File: config.mk
export PLATFORM = sky130hd
export DESIGN_NAME = arima_ad_stream
export DESIGN_NICKNAME = d
export VERILOG_FILES = /design/src/rtl/arima_pkg.sv /design/src/rtl/arima_mac.sv /design/src/rtl/arima_ad_stream.sv
export SDC_FILE = /design/constraint.sdc
export NUM_CORES = 2
export LEC_CHECK = 0
export BUFFER_PORTS_ARGS = -buffer_cell sky130_fd_sc_hd__buf_2
export CAP_MARGIN = 20
export CORE_MARGIN = 3
export CORE_UTILIZATION = 60
export CTS_CLUSTER_SIZE = 28
export DETAILED_ROUTE_END_ITERATION = 16
export PLACE_DENSITY = 0.78
export SETUP_SLACK_MARGIN = 0.15
export SLEW_MARGIN = 20
export SYNTH_ARGS = -nofsm -noshare
export SYNTH_HDL_FRONTEND = slang
export SYNTH_SLANG_ARGS = --single-unit
File: constraint.sdc
create_clock -name clk -period 20.8 [get_ports clk]
set_input_delay 1.04 -clock clk [delete_from_list [all_inputs] [get_ports clk]]
set_output_delay 1.04 -clock clk [all_outputs]
set_load 0.05 [all_outputs]
File: src/rtl/arima_pkg.sv
// Shared types, default widths and the saturation classifier for the
// streaming AR anomaly detector.
package arima_pkg;

  localparam int DATA_W_DEF = 32;
  localparam int FRAC_DEF   = 16;
  localparam int SAT_IW     = 160;

  typedef enum logic [2:0] {IDLE, FETCH, WAIT, MAC, CMP, DONE} state_e;

  typedef enum logic [1:0] {SAT_NONE, SAT_POS, SAT_NEG} sat_e;

  // Classifies a wide signed value against the range of a w-bit signed word.
  function automatic sat_e saturate(input logic signed [SAT_IW-1:0] v, input int w);
    logic signed [SAT_IW-1:0] one;
    logic signed [SAT_IW-1:0] hi;
    logic signed [SAT_IW-1:0] lo;
    one = 1;
    hi  = (one <<< (w - 1)) - one;
    lo  = -hi - one;
    if (v > hi) return SAT_POS;
    if (v < lo) return SAT_NEG;
    return SAT_NONE;
  endfunction

endpackage

File: src/rtl/arima_mac.sv
// Sequential signed multiply-accumulate; the read port returns the next
// accumulator value rescaled by FRAC and saturated to DATA_W.
module arima_mac import arima_pkg::*; #(
  parameter int DATA_W = DATA_W_DEF,
  parameter int FRAC   = FRAC_DEF,
  parameter int ACC_W  = 2 * DATA_W_DEF + 2
) (
  input  logic                     clk,
  input  logic                     clr_i,
  input  logic                     en_i,
  input  logic signed [DATA_W-1:0] a_i,
  input  logic signed [DATA_W-1:0] b_i,
  output logic signed [DATA_W-1:0] rd_o,
  output logic                     ovf_o
);

  logic signed [2*DATA_W-1:0] prod_d;
  logic signed [ACC_W-1:0]    acc_q;
  logic signed [ACC_W-1:0]    acc_d;
  logic signed [ACC_W-1:0]    shifted_d;
  sat_e                       sat_d;

  always_comb begin
    prod_d = (2*DATA_W)'(a_i) * (2*DATA_W)'(b_i);
    acc_d  = acc_q;
    if (clr_i)     acc_d = '0;
    else if (en_i) acc_d = acc_q + ACC_W'(prod_d);
    shifted_d = acc_d >>> FRAC;
    sat_d     = saturate(SAT_IW'(shifted_d), DATA_W);
    ovf_o     = (sat_d != SAT_NONE);
    case (sat_d)
      SAT_POS: rd_o = {1'b0, {(DATA_W-1){1'b1}}};
      SAT_NEG: rd_o = {1'b1, {(DATA_W-1){1'b0}}};
      default: rd_o = shifted_d[DATA_W-1:0];
    endcase
  end

  always_ff @(posedge clk) begin
    acc_q <= acc_d;
  end

endmodule

File: src/rtl/arima_ad_stream.sv
// Streaming AR(P) predictor over an external sample BRAM; flags samples whose
// residual against the prediction exceeds THRESH.
module arima_ad_stream import arima_pkg::*; #(
  parameter  int                DATA_W    = DATA_W_DEF,
  parameter  int                FRAC      = FRAC_DEF,
  parameter  int                P         = 3,
  parameter  int                N_SAMPLES = 1024,
  parameter  logic [DATA_W-1:0] THRESH    = DATA_W'(32'h0002_0000),
  localparam int                ADDR_W    = $clog2(N_SAMPLES),
  localparam int                IDX_W     = (P > 1) ? $clog2(P) : 1
) (
  input  logic                     clk,
  input  logic                     reset,
  input  logic                     start,
  input  logic                     coeff_we,
  input  logic [IDX_W-1:0]         coeff_idx,
  input  logic signed [DATA_W-1:0] coeff_data,
  output logic                     mem_rd_en,
  output logic [ADDR_W-1:0]        mem_addr,
  input  logic signed [DATA_W-1:0] mem_rdata,
  output logic                     out_valid,
  input  logic                     out_ready,
  output logic signed [DATA_W-1:0] prediction,
  output logic                     label,
  output logic [ADDR_W-1:0]        time_step,
  output logic                     overflow,
  output logic [ADDR_W:0]          anomaly_count,
  output logic                     busy,
  output logic                     done,
  output logic [3:0]               leds
);

  localparam int ACC_W = 2 * DATA_W + $clog2(P);

  state_e                   state_q;
  logic [IDX_W-1:0]         mac_idx_q;
  logic signed [DATA_W-1:0] coeff_q [P];
  logic signed [DATA_W-1:0] hist_q  [P];
  logic signed [DATA_W-1:0] x_q;
  logic signed [DATA_W-1:0] pred_q;
  logic                     label_q;
  logic                     ovf_q;
  logic                     valid_q;
  logic                     rd_en_q;
  logic [ADDR_W-1:0]        ts_q;
  logic [ADDR_W:0]          cnt_q;
  logic                     busy_q;
  logic                     done_q;

  logic signed [DATA_W-1:0] mac_a_d;
  logic signed [DATA_W-1:0] mac_b_d;
  logic signed [DATA_W-1:0] mac_rd;
  logic                     mac_ovf;
  logic                     warm_d;
  logic signed [DATA_W:0]   diff_d;
  logic [DATA_W:0]          abs_d;
  logic                     hit_d;

  arima_mac #(.DATA_W(DATA_W), .FRAC(FRAC), .ACC_W(ACC_W)) u_mac (
    .clk   (clk),
    .clr_i (state_q == WAIT),
    .en_i  (state_q == MAC),
    .a_i   (mac_a_d),
    .b_i   (mac_b_d),
    .rd_o  (mac_rd),
    .ovf_o (mac_ovf)
  );

  // Residual is formed one bit wider than the samples so it can never wrap.
  always_comb begin
    mac_a_d = coeff_q[mac_idx_q];
    mac_b_d = hist_q[mac_idx_q];
    warm_d  = int'(ts_q) < P;
    diff_d  = {x_q[DATA_W-1], x_q} - {mac_rd[DATA_W-1], mac_rd};
    abs_d   = diff_d[DATA_W] ? -diff_d : diff_d;
    hit_d   = abs_d > {1'b0, THRESH};
  end

  always_ff @(posedge clk) begin
    if (!reset) begin
      state_q   <= IDLE;
      mac_idx_q <= '0;
      x_q       <= '0;
      pred_q    <= '0;
      label_q   <= 1'b0;
      ovf_q     <= 1'b0;
      valid_q   <= 1'b0;
      rd_en_q   <= 1'b0;
      ts_q      <= '0;
      cnt_q     <= '0;
      busy_q    <= 1'b0;
      done_q    <= 1'b0;
      for (int i = 0; i < P; i++) begin
        coeff_q[i] <= '0;
        hist_q[i]  <= '0;
      end
    end else begin
      case (state_q)
        IDLE, DONE: begin
          if (coeff_we && int'(coeff_idx) < P) coeff_q[coeff_idx] <= coeff_data;
          if (start) begin
            state_q <= FETCH;
            ts_q    <= '0;
            cnt_q   <= '0;
            ovf_q   <= 1'b0;
            pred_q  <= '0;
            label_q <= 1'b0;
            busy_q  <= 1'b1;
            done_q  <= 1'b0;
            rd_en_q <= 1'b1;
            for (int i = 0; i < P; i++) hist_q[i] <= '0;
          end
        end
        FETCH: begin
          rd_en_q <= 1'b0;
          state_q <= WAIT;
        end
        WAIT: begin
          x_q       <= mem_rdata;
          mac_idx_q <= '0;
          state_q   <= MAC;
        end
        MAC: begin
          if (mac_idx_q == IDX_W'(P - 1)) begin
            valid_q <= 1'b1;
            state_q <= CMP;
            if (warm_d) begin
              pred_q  <= '0;
              label_q <= 1'b0;
            end else begin
              pred_q  <= mac_rd;
              label_q <= hit_d;
              if (mac_ovf) ovf_q <= 1'b1;
              if (hit_d)   cnt_q <= cnt_q + (ADDR_W+1)'(1);
            end
          end else begin
            mac_idx_q <= mac_idx_q + IDX_W'(1);
          end
        end
        CMP: begin
          if (out_ready) begin
            valid_q   <= 1'b0;
            hist_q[0] <= x_q;
            for (int i = P - 1; i > 0; i--) hist_q[i] <= hist_q[i-1];
            if (ts_q == ADDR_W'(N_SAMPLES - 1)) begin
              state_q <= DONE;
              busy_q  <= 1'b0;
              done_q  <= 1'b1;
            end else begin
              ts_q    <= ts_q + ADDR_W'(1);
              state_q <= FETCH;
              rd_en_q <= 1'b1;
            end
          end
        end
        default: state_q <= IDLE;
      endcase
    end
  end

  assign mem_rd_en     = rd_en_q;
  assign mem_addr      = ts_q;
  assign out_valid     = valid_q;
  assign prediction    = pred_q;
  assign label         = label_q;
  assign time_step     = ts_q;
  assign overflow      = ovf_q;
  assign anomaly_count = cnt_q;
  assign busy          = busy_q;
  assign done          = done_q;
  assign leds          = {done_q, busy_q, ovf_q, label_q};

endmodule

Word level (Yosys, flattened, before mapping). Memories as Yosys holds them, arrays and structs flattened. A register that Yosys moved wholly into a read port is not among the register bits. Cells that the tools add are included.

$add $sub $neg: 6. Multipliers: 1. $lt $le $gt $ge: 5. Equal/unequal tests: 18. Muxes and demuxes: 78. Bitwise logic cells: 6. Reduce and logical (&&, ||, !) cells: 19.

Operator list (number): 32-bit two-way mux (10); 66-bit two-way mux (2); 32-bit one-hot mux with 2 select lines (2); 66-bit by 64-bit adder with 66-bit output (1); 32-bit by 32-bit multiplier with 64-bit output (1); 50-bit by 32-bit > comparator with 1-bit output, second input constant (1); 50-bit by 32-bit < comparator with 1-bit output, second input constant (1); 11-bit two-way mux (4); 33-bit by 18-bit > comparator with 1-bit output, second input constant (1); 33-bit two-way mux (1); 33-bit negator (1); 32-bit by 32-bit subtractor with 33-bit output (1); 1-bit two-way mux (32); 32-bit OR reduction (1); 10-bit two-way mux (3); 11-bit one-hot mux with 2 select lines (1); 2-bit two-way mux (10); 10-bit one-hot mux with 2 select lines (1); 2-bit != test, second input constant (9); 3-bit one-hot mux with 5 select lines (1); 3-bit two-way mux (4); 4-bit AND reduction (3); 11-bit by 1-bit adder with 11-bit output, second input constant (1); 10-bit by 1-bit adder with 10-bit output, second input constant (1); other kinds (21) (40).

Register bits: 162. Bits in writable memories: 192. Input port bits: 71. Output and inout bits: 73. Logic and storage cells: 149. Memories kept: 2.

Memory list: coeff_q (words 3, width 32, read ports 1, clocked after Yosys merged registers in 1, write ports 3, RTL line arima_ad_stream.sv:37) `logic signed [DATA_W-1:0] coeff_q [P];`; hist_q (words 3, width 32, read ports 3, clocked after Yosys merged registers in 1, write ports 3, RTL line arima_ad_stream.sv:38) `logic signed [DATA_W-1:0] hist_q [P];`.

Depth between registers and ports, before layout.
Depth in word-level cells: 19. Gate-level depth with buffers: 59. Gate-level depth less buffers: 50.

Hierarchy. Synthesis repeated with hierarchy kept, for this count alone.

Cells, all modules: 6377. Area, all modules: 61242.5 um^2.

By module, submodules not included: arima_mac (times used 1, cells each 4810, area an instance 44316.3 um^2, seq. area each 1321.3 um^2); arima_ad_stream (times used 1, cells each 1567, area an instance 16926.2 um^2, seq. area each 8688.3 um^2).

Least setup slack after synthesis. Ideal clock, no wire load.

Kind: flip-flop to flip-flop. From: register (tool-made name). To: register cnt_q[10], in the netlist anomaly_count[10]. Library setup time: 0.074 ns. Arrival time: 14.773 ns. Required time: 20.726 ns. Setup slack: 5.953 ns. Stages on the path, launching flop included: 55. Path buffers: 10. Clock period less this slack: 14.847 ns. Path through: dfxtp_1 > clkbuf_1 > clkbuf_1 > clkbuf_1 > mux2i_1 > nand2_1 > o21a_1 > clkbuf_1 > nand2_1 > inv_1 > fa_1 > inv_1 > fa_1 > inv_1 > fa_1 > inv_1 > fa_1 > inv_1 > (+19 left out) > o21ai_0 > ha_1 > clkbuf_1 > a2111oi_0 > o21a_1 > o21a_1 > o21ai_1 > xnor2_1 > nand4b_1 > or2_1 > o31a_1 > o32ai_1 > nand4_1 > or4_1 > buf_2 > and2_4 > buf_6 > o22ai_2.

RTL lines: to (signal assigned) (RTL line arima_ad_stream.sv:134) `if (hit_d) cnt_q <= cnt_q + (ADDR_W+1)'(1);`; to (decl) (RTL line arima_ad_stream.sv:46) `logic [ADDR_W:0] cnt_q;`.

==> run metrics <==
status finished clean; final hold slack 0.441 ns; Resize count post-CTS 0; Clock Sinks slightly below 400; clk root buf clkbuf_16; Initial Util around three fifths; Routed WL per cell approximately 23 um; Slew headroom approximately a fifth; CP Launch Type flop; count leader, synth inv_1; skew final ~0.045 ns; dpl hpwl ~140,000 um; drt via density 5.95; 1st-iter DRT viols between 4,000 and 5,000; routability cong. ~1; number of buffers inserted during clock tree synthesis 39; max incr delay on CP slightly below 0.9 ns; minimum clock period 17.03 ns; Ys Warns 0; Hold WC Path Type reg2reg; number of global-route vias before repair approximately 48,000; Top Ports between 100 and 150; Total GRT Usage a little over a third; Hold-fix buffers, CTS 0; max-slew violations 0; number of antenna violations at the first check in global routing 7; hold wc startpoint u_mac.acc_q[0]; row count roughly 110; clock buffer depth 3; CP Class reg2reg; DR pass1 iterations 8; slowest CP cell a41o_1; Post-synth top cells 1,296 x inv_1, 1,234 x fa_1, 804 x nand2_1, 652 x nor2_1, 291 x clkbuf_1; largest net degree at the start of global routing between 90 and 100; Port Buffers between 100 and 150; CTS tree done; Detailed Route WL between 150,000 and 200,000 um; Setup Viol. Count Final 0; number of remaining DRC errors 0; Yosys top cell by area fa_1; H-Tree Depth 2; P&R area growth vs syn 5.95%; Cells after Synth ~6,400; Primary FF master, synth edfxtp_1; CP Data Arrival Time 17.54 ns; maxcap violations 0; Critical Path RT about 21 ns; Die Ht between 300 and 400 um; first-pass GRT wire length approximately 280,000 um; Synth top area share 41.4%; post-CTS setup buffers 0; die area 103,000 um^2; Post-synth ARST share 0%; crit share post-route roughly four fifths; critical path peak fanout 47; Avg Cell Area, Syn a little over 9 um^2; antenna cells 0; crit path capture type flop; RSZ-0062 raised after global routing no; top cells by area, synth fa_1 41%, edfxtp_1 11%, inv_1 8.2%, dfxtp_1 5.5%, ha_1 5.4%; DR vias between 40,000 and 50,000; core area around 98,000 um^2; setup TNS 0 ns; Congestion Overflow GR 0; #FFs+latches synth slightly below 400; most used cell, CP fa_1; Synth Cell Area 59,600 um^2; Die X 321 um; Synth cell types 88; Post-synth EDFFs about 220; Max Clock Freq ~59 MHz; Routed Antenna Nets 0; Worst-path clk slew ~0.060 ns; Seq/Total Area, Yosys between 10% and 20%; worst slew pin tran about 1.2 ns; worst skew pair latency approximately 0.60 ns; share of cells above drive strength 1 under 10%; nets ~8,000; Final Hold Viols 0
==> cells in the final DEF, fill, tap and decap left out, types with 39 or more instances in the layout <==
cell type  count
mux2i_1       73
o21ai_0      149
a21oi_1      141
buf_4        121
o22ai_1       44
and3_1        50
o21a_1        75
nand4_1       39
o21ai_1       40
edfxtp_1     224
and2_1       196
dfxtp_1      162
fa_1        1234
nand3_1       59
ha_1         258
xnor2_1       56
buf_2        143
nor2_1       650
inv_1       1296
clkbuf_16     39
nand2_1      800
==> worst paths after layout <==
check / depth (start not counted) / slack [ns] / end
setup / recovery: 45 / 3.77 / anomaly_count[9]
hold / removal: 2 / 0.44 / u_mac.acc_q[0]
setup reg to reg: 45 / 3.77 / anomaly_count[9]
hold reg to reg: 2 / 0.44 / u_mac.acc_q[0]
==> per-stage QoR <==
stage	setup slack, ns	std cells	utilization [%]	cell area, um^2
final	3.77	7756	64.7	63200
after global routing	2.95	7756	64.7	63200
after CTS	3.88	7756	64.7	63200
after detailed placement	3.93	7685	63.4	61900
after global placement	4.25	7685	63.4	61900
after floorplan	5.95	6476	-	59700
==> registers in the layout (all words and copies together), names as in the netlist, named ones only <==
signal / count
hist_q: 96
prediction: 32
x_q: 32
anomaly_count: 11
coeff_q: 128
state_q: 3
busy: 1
mac_idx_q: 2
overflow: 1
label: 1
done: 1
u_mac.acc_q: 66
mem_addr: 10
out_valid: 1
mem_rd_en: 1
==> layout make-up <==
| cell class | instances | area (um^2) |
|---|---|---|
| fillers | 7940 | 34400 |
| well taps | 1276 | 1600 |
| clock inverters | 23 | 238 |
| multi-input cells | 4459 | 43800 |
| repair buffers | 264 | 1620 |
| inverters | 1298 | 4870 |
| flip-flops and latches | 388 | 10000 |
| clock buffers | 48 | 1020 |
==> per-layer routing <==
metal | vias up | GRT usage (%) | part of all wire, %
met1 | 23200 | 48.2 | 37
met3 | 579 | 9.23 | 12
met5 | - | 0 | 0.015
met2 | 2601 | 56.0 | 45
met4 | 4 | 17.7 | 6.2
li1 | 19800 | - | -
==> worst max-delay path: cells and delay by family, from the launching register on <==
kind / cells / cell delay [ns]
mux: 1 / 0.31
xor+xnor: 1 / 0.52
flops: 1 / 0.46
simple gates: 9 / 2.98
fa+ha+maj: 10 / 4.88
compound gates: 16 / 5.54
buf+inv: 8 / 2.19
==> logic make-up (layout without fill, tap and decap cells) <==
family | count (synthesis) | count (layout) | synth area share (%)
AO/OA/AOI/OAI | 751 | 751 | 8.03
XOR/XNOR | 92 | 92 | 1.35
adder cells (fa/ha/maj) | 1492 | 1492 | 46.9
buffers and inverters | 1629 | 1633 | 10.4
flip-flops | 388 | 388 | 16.8
multiplexers | 107 | 107 | 1.87
other | 1 | 32 | 0.00629
AND/OR/NAND/NOR | 1985 | 1985 | 14.7
Power is left out: the tool's default activity adds up to more than one toggle a clock period on the data nets, which glitch-free logic cannot reach.
